$ cat src/rtl/mem_arbiter.sv
// rtl/mem_arbiter.sv - round-robin arbiter sharing one data memory between the cpu port (r0) and the loader/DMA port (r1)
// A request is granted only once its owner state is reached; a burst is cut short when the other side waits.
module mem_arbiter #(
  parameter int ADDR_WIDTH = 6,
  parameter int DATA_WIDTH = 16,
  parameter int MAX_BURST  = 4
) (
  input  logic                  clk,
  input  logic                  rst,
  input  logic                  req0,
  input  logic                  req1,
  input  logic                  we0,
  input  logic                  we1,
  input  logic [ADDR_WIDTH-1:0] addr0,
  input  logic [ADDR_WIDTH-1:0] addr1,
  input  logic [DATA_WIDTH-1:0] wdata0,
  input  logic [DATA_WIDTH-1:0] wdata1,
  output logic                  gnt0,
  output logic                  gnt1,
  output logic                  rvalid0,
  output logic                  rvalid1,
  output logic [DATA_WIDTH-1:0] rdata,
  output logic                  mem_we,
  output logic [ADDR_WIDTH-1:0] mem_addr,
  output logic [DATA_WIDTH-1:0] mem_data,
  input  logic [DATA_WIDTH-1:0] mem_in
);

  localparam int CW = $clog2(MAX_BURST) + 1;
  localparam logic [CW:0] MAXB = MAX_BURST[CW:0];

  typedef enum logic [1:0] {IDLE, OWN0, OWN1} state_t;

  state_t          state_q, state_d, other_state;
  logic [CW-1:0]   cnt_q, cnt_d;
  logic [CW:0]     run;
  logic            last_q, last_d;
  logic            rvalid0_q, rvalid1_q;
  logic            own_req, oth_req, own_is_r1;

  assign own_is_r1   = (state_q == OWN1);
  assign own_req     = own_is_r1 ? req1 : req0;
  assign oth_req     = own_is_r1 ? req0 : req1;
  assign other_state = own_is_r1 ? OWN0 : OWN1;

  assign gnt0   = (state_q == OWN0) & req0 & ~rst;
  assign gnt1   = (state_q == OWN1) & req1 & ~rst;
  assign mem_we = (gnt0 & we0) | (gnt1 & we1);

  // A reset in the cycle after a read grant suppresses that read's rvalid.
  assign rvalid0 = rvalid0_q & ~rst;
  assign rvalid1 = rvalid1_q & ~rst;
  assign rdata   = mem_in;

  always_comb begin
    mem_addr = '0;
    mem_data = '0;
    case (state_q)
      OWN0: begin
        mem_addr = addr0;
        mem_data = wdata0;
      end
      OWN1: begin
        mem_addr = addr1;
        mem_data = wdata1;
      end
      default: ;
    endcase
  end

  always_comb begin
    state_d = state_q;
    cnt_d   = cnt_q;
    last_d  = last_q;
    run     = {1'b0, cnt_q} + 1'b1;
    case (state_q)
      IDLE: begin
        cnt_d = '0;
        if (req0 && req1)  state_d = last_q ? OWN0 : OWN1;
        else if (req0)     state_d = OWN0;
        else if (req1)     state_d = OWN1;
      end
      OWN0, OWN1: begin
        if (own_req) begin
          // >= rather than == so a saturated solo burst still yields promptly.
          if (oth_req && run >= MAXB) begin
            state_d = other_state;
            cnt_d   = '0;
            last_d  = own_is_r1;
          end else if (run <= MAXB) begin
            cnt_d = run[CW-1:0];
          end
        end else begin
          state_d = oth_req ? other_state : IDLE;
          cnt_d   = '0;
          last_d  = own_is_r1;
        end
      end
      default: state_d = IDLE;
    endcase
  end

  always_ff @(posedge clk) begin
    if (rst) begin
      state_q   <= IDLE;
      cnt_q     <= '0;
      last_q    <= 1'b1;
      rvalid0_q <= 1'b0;
      rvalid1_q <= 1'b0;
    end else begin
      state_q   <= state_d;
      cnt_q     <= cnt_d;
      last_q    <= last_d;
      rvalid0_q <= gnt0 & ~we0;
      rvalid1_q <= gnt1 & ~we1;
    end
  end

endmodule

$ cat config.mk
export PLATFORM = sky130hd
export DESIGN_NAME = mem_arbiter
export DESIGN_NICKNAME = d
export VERILOG_FILES = /design/src/rtl/mem_arbiter.sv
export SDC_FILE = /design/constraint.sdc
export NUM_CORES = 1
export LEC_CHECK = 0
export ABC_AREA = 1
export CORE_MARGIN = 2
export CORE_UTILIZATION = 27
export DETAILED_ROUTE_END_ITERATION = 10
export MAX_ROUTING_LAYER = met4
export PLACE_DENSITY = 0.82
export RECOVER_POWER = 50
export SLEW_MARGIN = 20
export SYNTH_ARGS = -nofsm -noshare
export SYNTH_HDL_FRONTEND = slang
export SYNTH_SLANG_ARGS = --single-unit
$ cat constraint.sdc
create_clock -name clk -period 2.47 [get_ports clk]
set_clock_uncertainty 0.15 [all_clocks]
set_input_delay 0.494 -clock clk [delete_from_list [all_inputs] [get_ports clk]]
set_output_delay 0.494 -clock clk [all_outputs]
set_load 0.01 [all_outputs]
==> metrics list, run 1 <==
- Yosys attributes the largest share of cell area to a32o_1 (23%), dfxtp_1 (17%), buf_4 (13%), ha_1 (7.9%), nand2_1 (7.5%).
- Number of warnings issued by yosys: 0
- Clk slew on worst S/H paths: 60 ps
* I/O Buffers: 76
- Data required, critical path: 1830 ps
- At the later pin of the worst-skew pair, clock insertion delay measures 280 ps.
- TritonCTS clock tree: yes
- Dominant cell by count in the synthesized netlist: a32o_1
- Synth cell types: 24
- Placed cell count: 242
- In this run, synthesis produced a sequential element count of 8.
- Each instance of the synthesized netlist takes up on average 7.21 µm².
- Slew Limit Fails: 0
- In the synthesized netlist, mux cells make up 0% of the area.
- Ranked by instance count, the synthesized netlist is headed by a32o_1 (22), nand2_1 (19), buf_4 (17), inv_1 (16), nor2_1 (15).
- Total routed wirelength: 3380 µm
- The HPWL after detailed placement is 2640 µm.
- In the final layout, the share of cells above drive strength 1 is 16.5%.
* Largest net degree at the start of global routing: 23
* Max VDD drop: 0.327 mV
* Most Crowded Layer GR: met2
* Post-route standard cell area excluding fillers: 1690 µm²
* Final setup TNS: 0 ps
- The synthesized netlist devotes 7.88% of its cell area to adder and majority cells.
- In this run, CTS created clock tree buffers numbering 3.
- Number of remaining DRC errors: 0
* Post-Synth XOR/XNOR Area: 0%
* Final global-route overflow total: 0
- Met1 global-route usage: 18.5%
- Postcts setup bufs: 0
- The run finished with clean final reports.
- The number of failing hold endpoints at the final stage is 0.
- Of the total synthesized cell area, the portion taken by AND, OR, NAND and NOR gates is 19.7%.
- The count of cells in the finished layout, fillers not included, comes to 246.
* Leading register cell type out of synthesis: dfxtp_1
* 1st-pass router iterations: 4
- For this design the static power due to leakage is 0.762 nW.
* Global Route met2 Usage: 31.3%
- Root buffer selected by CTS: clkbuf_4
* EDFF count, synth: 0
- Part of the Yosys area used for sequential elements: 16.8%
- Initial antenna violation count: 0
- Placer's final routability congestion estimate: 0.819
- First-iteration detailed-routing DRC count: 43
- The placed instances occupy a cell area of 1710 µm².
* Power per cell area: 705 nW/µm²
- Measured against its own limit, the worst slew margin works out to 72.7%.
- Hold is met by 322 ps.
- Std-Cell Rows: 21
- Via count: 1167
* Sink count of the clock tree: 8
- Setup violations remaining at the end of the flow were counted as 0.
- CTS built an H-tree with a depth of 1.
* Netlist area before placement: 952 µm²
- Area of the die: 4020 µm²
- Wire length of the first global-routing pass: 5460 µm
- 109 I/O pins were placed.
- The clock passes through at most 2 buffers.
- Global-route usage over all layers: 17.7%
- Net load switching power: 531 µW
- Core Area: 3360 µm²
* Post-layout min period: 2350 ps
* Avg Vias per Cell: 4.74
- a32o_1 takes more of the synthesized area than any other cell.
- Total internal power: 662 µW
* Largest family of logic cells by synthesized area: compound AO/OA/AOI/OAI gates
- From left edge to right edge, the die measures 63.4 µm.
* Unrepaired setup endpoints after global routing: no
- Effective utilization at floorplan: 28.3%
- Sequential share of power: 15.3%
- Average wire per standard cell: 13.7 µm
* Net Sw Frac: 44.5%
* Number of global-route vias before repair: 1158
* ANT cells: 0
- The critical path is of the flip-flop to output port type.
* Combinational Power Share: 75.1%
- Remaining antenna violation count: 0
- At the pin with the least slew margin, the transition time is 409 ps.
* Share of the synthesized area in the top cell type: 23.1%
- Data on the critical path arrives at its endpoint at 1710 ps.
- In the global route stage, met3 resource usage came out at 4.46%.
- Compared with the post-synthesis result, the final layout area differs by 77.8%.
- Crit path launch type: flip-flop
* Worst min-delay path class: flip-flop to flip-flop
- Number of maximum-capacitance constraint violations: 0
- In this run, the clock network consumes 9.6% of the power.
- The number of nets in the synthesized netlist is 204.
* Critical path fanouts, max: 11
- The die is 63.4 µm tall.
* Synth Area in Compound Gates: 32.1%
* Endpoint kind of the worst setup timing path: output port
- NumNets Final: 274
* Peak clock frequency supported by timing: 425 MHz
* Quantity of hold-fixing buffers added after cts: 0
* Synthesized instance count: 132
* Final period util: 95.2%
* Async set or reset register ratio after synthesis: 0%
-- final cells by class --
class,count,area [µm²]
clock buffers,3,22.5
fillers,345,1670
flip-flops and latches,8,161
multi-input cells,84,572
well taps,46,57.6
repair buffers,89,820
inverters,16,60.1
-- layout by cell type, fill, tap and decap left out, types with 2 or more instances in the layout --
cell type        netlist  layout
nand2_1               19      19
a21oi_1                5       5
clkbuf_4               0       3
dfxtp_1                8       7
nand3_1                3       4
clkbuf_1               4       2
clkbuf_2               0      10
a32o_1                22      22
nor2_1                15      14
inv_1                 16      15
o21ai_0                2       2
ha_1                   6       5
dlygate4sd2_1          0      14
clkdlybuf4s50_1        0      48
buf_4                 17       9
-- power by group through the flow --
stage	Clock, mW	Sequential (mW)	Combinational, mW
after detailed placement	0	0.185	0.905
final	0.115	0.183	0.896
after global routing	0.118	0.188	0.980
after global placement	0	0.183	0.893
after floorplan	0	0.186	0.527
after CTS	0.118	0.182	0.932
-- repair_timing --
| item | CTS | global route |
|---|---|---|
| gates resized for setup | 42 | 15 |
| cloned | 1 | 0 |
| endpoints found under the setup margin | 25 | 25 |
-- critical path, stage by stage, from the launching register on --
cell and delay [ps]:
dfxtp_2 320, inv_1 110, ha_4 230, nand2_2 80, inv_2 60, buf_12 140, a32o_1 200, dlygate4sd2_1 290
-- flip-flops by register name (all words and copies together) (netlist names) --
register   flops
cnt_q          3
state_q        2
last_q         1
rvalid0_q      1
rvalid1_q      1
-- per-stage QoR --
stage               setup WS [ps]  util, %  power, mW
finish                        117     50.3       1.19
global route                 43.2     50.3       1.29
CTS                          1.45     52.7       1.23
detailed placement           -129     50.8       1.09
global placement             -125     50.8       1.08
floorplan                     452        -      0.713
-- layer usage --
metal / vias to the layer above / routed length [µm]
li1: 594 / -
met1: 526 / 1330
met2: 40 / 1810
met3: 7 / 178
met4: 0 / 53
met5: - / 0
-- final timing paths --
kind | start | slack (ps) | depth (start not counted) | to
hold reg to reg | last_q | 320 | 2 | last_q
setup / recovery | state_q[0] | 120 | 7 | mem_data[4]
hold / removal | last_q | 320 | 2 | last_q
setup reg to reg | state_q[0] | 520 | 11 | cnt_q[1]
-- kinds of logic (layout without fill, tap and decap cells) --
family | count (synthesis) | count (layout)
AO/OA/AOI/OAI | 34 | 34
adder cells (fa/ha/maj) | 6 | 6
buffers and inverters | 40 | 108
flip-flops | 8 | 8
AND/OR/NAND/NOR | 44 | 44
(Power assumes the default switching activity.)
==> run 2, diff against run 1 <==
--- a/config.mk
+++ b/config.mk
@@ -11,7 +11,8 @@
 export DETAILED_ROUTE_END_ITERATION = 10
 export MAX_ROUTING_LAYER = met4
 export PLACE_DENSITY = 0.82
-export RECOVER_POWER = 50
+export RECOVER_POWER = 100
+export SKIP_LAST_GASP = 1
 export SLEW_MARGIN = 20
 export SYNTH_ARGS = -nofsm -noshare
 export SYNTH_HDL_FRONTEND = slang
==> run 2 against run 1 <==
Compared with the run above:
- final cell count unchanged
- maximum frequency down 0.30%
- hold slack worse by 1.2 ps
- via count up 0.34%
- clock power about the same
- first-iteration DRC count up 2.3%
- worst setup slack worse by 7.1 ps
- sequential power about the same
- power down 0.36%
- largest power group unchanged
- highest routed layer unchanged
==> metrics list, run 2 (same netlist as run 1, synthesis figures left out) <==
- Status: complete, no violations (unchanged)
- The worst IR drop on VDD came to 0.293 mV (was 0.327 mV).
- The growth of design area from synthesis to finish came to 76.3% (was 77.8%).
- The leakage power total is 0.737 nW (was 0.762 nW).
- Total routed wirelength: 3410 µm (was 3380 µm)
- The number of cell instances on the worst register-to-register path is 11 (unchanged).
- Quantity of hold-fixing buffers added after cts: 0 (unchanged)
* Layout filler cell count: 349 (was 345)
- Number of H-tree branching levels: 1 (unchanged)
- Root buffer selected by CTS: clkbuf_4 (unchanged)
* Largest net degree at the start of global routing: 23 (unchanged)
- Worst path depth: 7 (unchanged)
* Initial antenna violation count: 0 (unchanged)
- 1st-pass router iterations: 4 (unchanged)
* Sequential share of power: 15.4% (was 15.3%)
* Critical path fanouts, max: 11 (unchanged)
- Avg Vias per Cell: 4.76 (was 4.74)
* Slew at the pin closest to its max-slew limit: 409 ps (about the same)
- Placer's final routability congestion estimate: 0.819 (unchanged)
* Sink count of the clock tree: 8 (unchanged)
* Dpl cell area: 1710 µm² (unchanged)
* Net load switching power: 535 µW (was 531 µW)
- The fraction of layout cells with a size suffix above 1 came to 11.5% (was 16.5%).
- Vertical die dimension: 63.4 µm (unchanged)
- The critical path startpoint category is a flip-flop (unchanged).
* Startpoint of the most critical setup path: state_q[1] (was state_q[0])
- Unrepaired setup endpoints after global routing: no (unchanged).
- The worst-skew pair later-pin latency is 280 ps (about the same).
- The first-pass GRT wire length is 5480 µm (was 5460 µm).
- Clock power frac: 9.7% (was 9.6%)
* Setup slack of the most critical reg-to-reg path: 530 ps (was 520 ps)
* I/O Buffers: 76 (unchanged)
* Total buffers and inverters traversed by the critical path: 4 (unchanged)
* Final-report hold violation count: 0 (unchanged)
- The critical path data required time was 1830 ps (about the same).
* Area of the die: 4020 µm² (unchanged)
- ANT cells: 0 (unchanged)
- The clock tree from TritonCTS is yes (unchanged).
- The flip-flop count of the largest register, all copies and words added was 3 (unchanged).
* Max stage delay cell, worst path: dfxtp_1 (was dfxtp_2)
- The via count of the first global-routing pass was 1149 (was 1158).
- The endpoint kind of the worst setup timing path is an output port (unchanged).
* First-iteration detailed-routing DRC count: 44 (was 43)
- The mean routed wirelength per cell is 13.9 µm (was 13.7 µm).
- The register containing the most flip-flops in the final layout is cnt_q (unchanged).
- Met3 routing resource usage after global routing: 4.46% (unchanged)
- Core Area: 3360 µm² (unchanged)
- Via count: 1171 (was 1167)
- The end of the critical path was mem_data[9] (was mem_data[4]).
* Post-route standard cell area excluding fillers: 1680 µm² (was 1690 µm²)
* Number of remaining DRC errors: 0 (unchanged)
* Std-Cell Rows: 21 (unchanged)
- Number of CTS-inserted buffers: 3 (unchanged)
- The most used routing layer was met2 (unchanged).
- Cells along the critical path: inv_1, ha_4, nand2_2, inv_2, bufbuf_16, a32o_1, clkbuf_1 (was inv_1, ha_4, nand2_2, inv_2, buf_12, a32o_1, dlygate4sd2_1)
* Worst-case headroom to the max-slew limit: 72.7% (about the same)
* Worst stage delay on the critical path: 320 ps (about the same)
- Slew Limit Fails: 0 (unchanged)
- The arrival time of the worst setup path is 1720 ps (was 1710 ps).
- Final global-route overflow total: 0 (unchanged)
* Post-layout min period: 2360 ps (was 2350 ps)
* Combinational Power Share: 75.0% (was 75.1%)
- The critical register-to-register path startpoint is state_q[0] (unchanged).
- The die width was 63.4 µm (unchanged).
* Final HPWL DP: 2640 µm (unchanged)
- Power per cell area: 708 nW/µm² (was 705 nW/µm²)
* Peak clock frequency supported by timing: 424 MHz (was 425 MHz)
- Maximum number of buffers from clock root to sink: 2 (unchanged)
* Worst r2r dst: cnt_q[1] (unchanged)
- The most frequent standard cell in the layout excluding fill and tap cells is clkdlybuf4s50_1 (unchanged).
* Remaining antenna violation count: 0 (unchanged)
- Final setup vio count: 0 (unchanged)
- Registers with the most flip-flops: cnt_q: 3 flops, state_q: 2 flops (unchanged).
* Clk slew on worst S/H paths: 60 ps (about the same)
* Final period util: 95.5% (was 95.2%)
* Net Sw Frac: 45.0% (was 44.5%)
- The starting utilization of the core area is 28.3% (unchanged).
- Post-layout power: 1.19 mW (about the same)
- Highest-count cells in the layout ignoring fill and taps: clkdlybuf4s50_1 (46), a32o_1 (22), nand2_1 (19) (was clkdlybuf4s50_1 (48), a32o_1 (22), nand2_1 (19))
- The class of the most critical hold timing path is flip-flop to flip-flop (unchanged).
- Met1 global-route usage: 18.8% (was 18.5%)
- The total global routing track utilization is 17.7% (unchanged).
- NumNets Final: 274 (unchanged)
- The critical path class was flip-flop to output port (unchanged).
- The internal power contribution is 653 µW (was 662 µW).
* Number of maximum-capacitance constraint violations: 0 (unchanged)
- Delay-heaviest family, CP: buffers and inverters (unchanged)
- Top Ports: 109 (unchanged)
* Global Route met2 Usage: 30.9% (was 31.3%)
[run 2: cell types whose count changed in the layout (fill, tap and decap cells not counted), sizes merged]
cell           before  now
clkbuf             15   16
dlygate4sd3         1    3
buf                12   11
clkdlybuf4s50      48   46
[run 2: per-layer routing]
| layer | share of wire, % | vias to the layer above | routed length [µm] |
|---|---|---|---|
| met5 | 0 | - | 0 |
| met4 | 1.6 | 0 | 53 |
| met3 | 5.2 | 7 | 178 |
| met2 | 53 | 40 | 1810 |
| met1 | 40 | 532 | 1370 |
| li1 | - | 592 | - |
[run 2: repair_timing]
| action | in CTS | in global routing |
|---|---|---|
| cloned | 1 | 0 |
| resized for setup | 30 | 26 |
| setup endpoints to repair | 25 | 25 |
| buffers inserted | 0 | 0 |
[run 2: area by class of cell]
cell class,count,area (µm²),area share (%)
clock buffers,3,22.5,1.34
multi-input cells,84,569,33.9
repair buffers,89,808,48.1
well taps,46,57.6,3.43
flip-flops and latches,8,161,9.61
inverters,16,60.1,3.58
[run 2: how the worst min path moves through the flow]
| stage | end | cells after the start | from | slack (ps) |
|---|---|---|---|---|
| 6_report | last_q | 2 | last_q | 320 |
| 5_1_grt | last_q | 2 | last_q | 350 |
| 4_1_cts | last_q | 2 | last_q | 320 |
| 3_5_place_dp | last_q | 2 | last_q | 310 |
| 3_3_place_gp | last_q | 2 | last_q | 300 |
| 2_1_floorplan | last_q | 2 | last_q | 280 |
[run 2: worst register-to-register path, stage by stage, from the launching register on]
cell      delay [ps]
dfxtp_2          320
inv_1            110
ha_1             190
buf_4            140
nand2_1           60
buf_4            140
o21ai_2           60
nand2_1          100
o21bai_1         360
nand2_1           90
nand2_1           70
nor2_1            50
[run 2: power by group through the flow]
| stage | Clock (mW) | Combinational [mW] | Sequential, mW |
|---|---|---|---|
| after floorplan | 0 | 0.527 | 0.186 |
| after global placement | 0 | 0.893 | 0.183 |
| after detailed placement | 0 | 0.905 | 0.185 |
| after CTS | 0.118 | 0.921 | 0.182 |
| after global routing | 0.118 | 0.969 | 0.188 |
| final | 0.115 | 0.891 | 0.183 |
[run 2: per-stage QoR]
| step | utilization [%] | hold WS [ps] | std cells | TNS [ps] | setup slack [ps] |
|---|---|---|---|---|---|
| floorplan | - | 283 | 132 | 0 | 452 |
| finish | 49.9 | 321 | 246 | 0 | 110 |
| global placement | 50.8 | 300 | 242 | -218 | -125 |
| global route | 49.9 | 346 | 246 | 0 | 38.5 |
| detailed placement | 50.8 | 309 | 242 | -271 | -129 |
| CTS | 52.2 | 323 | 246 | -426 | -44.9 |
==> run 3, diff against run 2 <==
--- a/config.mk
+++ b/config.mk
@@ -6,6 +6,7 @@
 export NUM_CORES = 1
 export LEC_CHECK = 0
 export ABC_AREA = 1
+export CAP_MARGIN = 10
 export CORE_MARGIN = 2
 export CORE_UTILIZATION = 27
 export DETAILED_ROUTE_END_ITERATION = 10
==> results of run 3 <==
No change in the layout: final DEF, timing and power equal those of run 2.
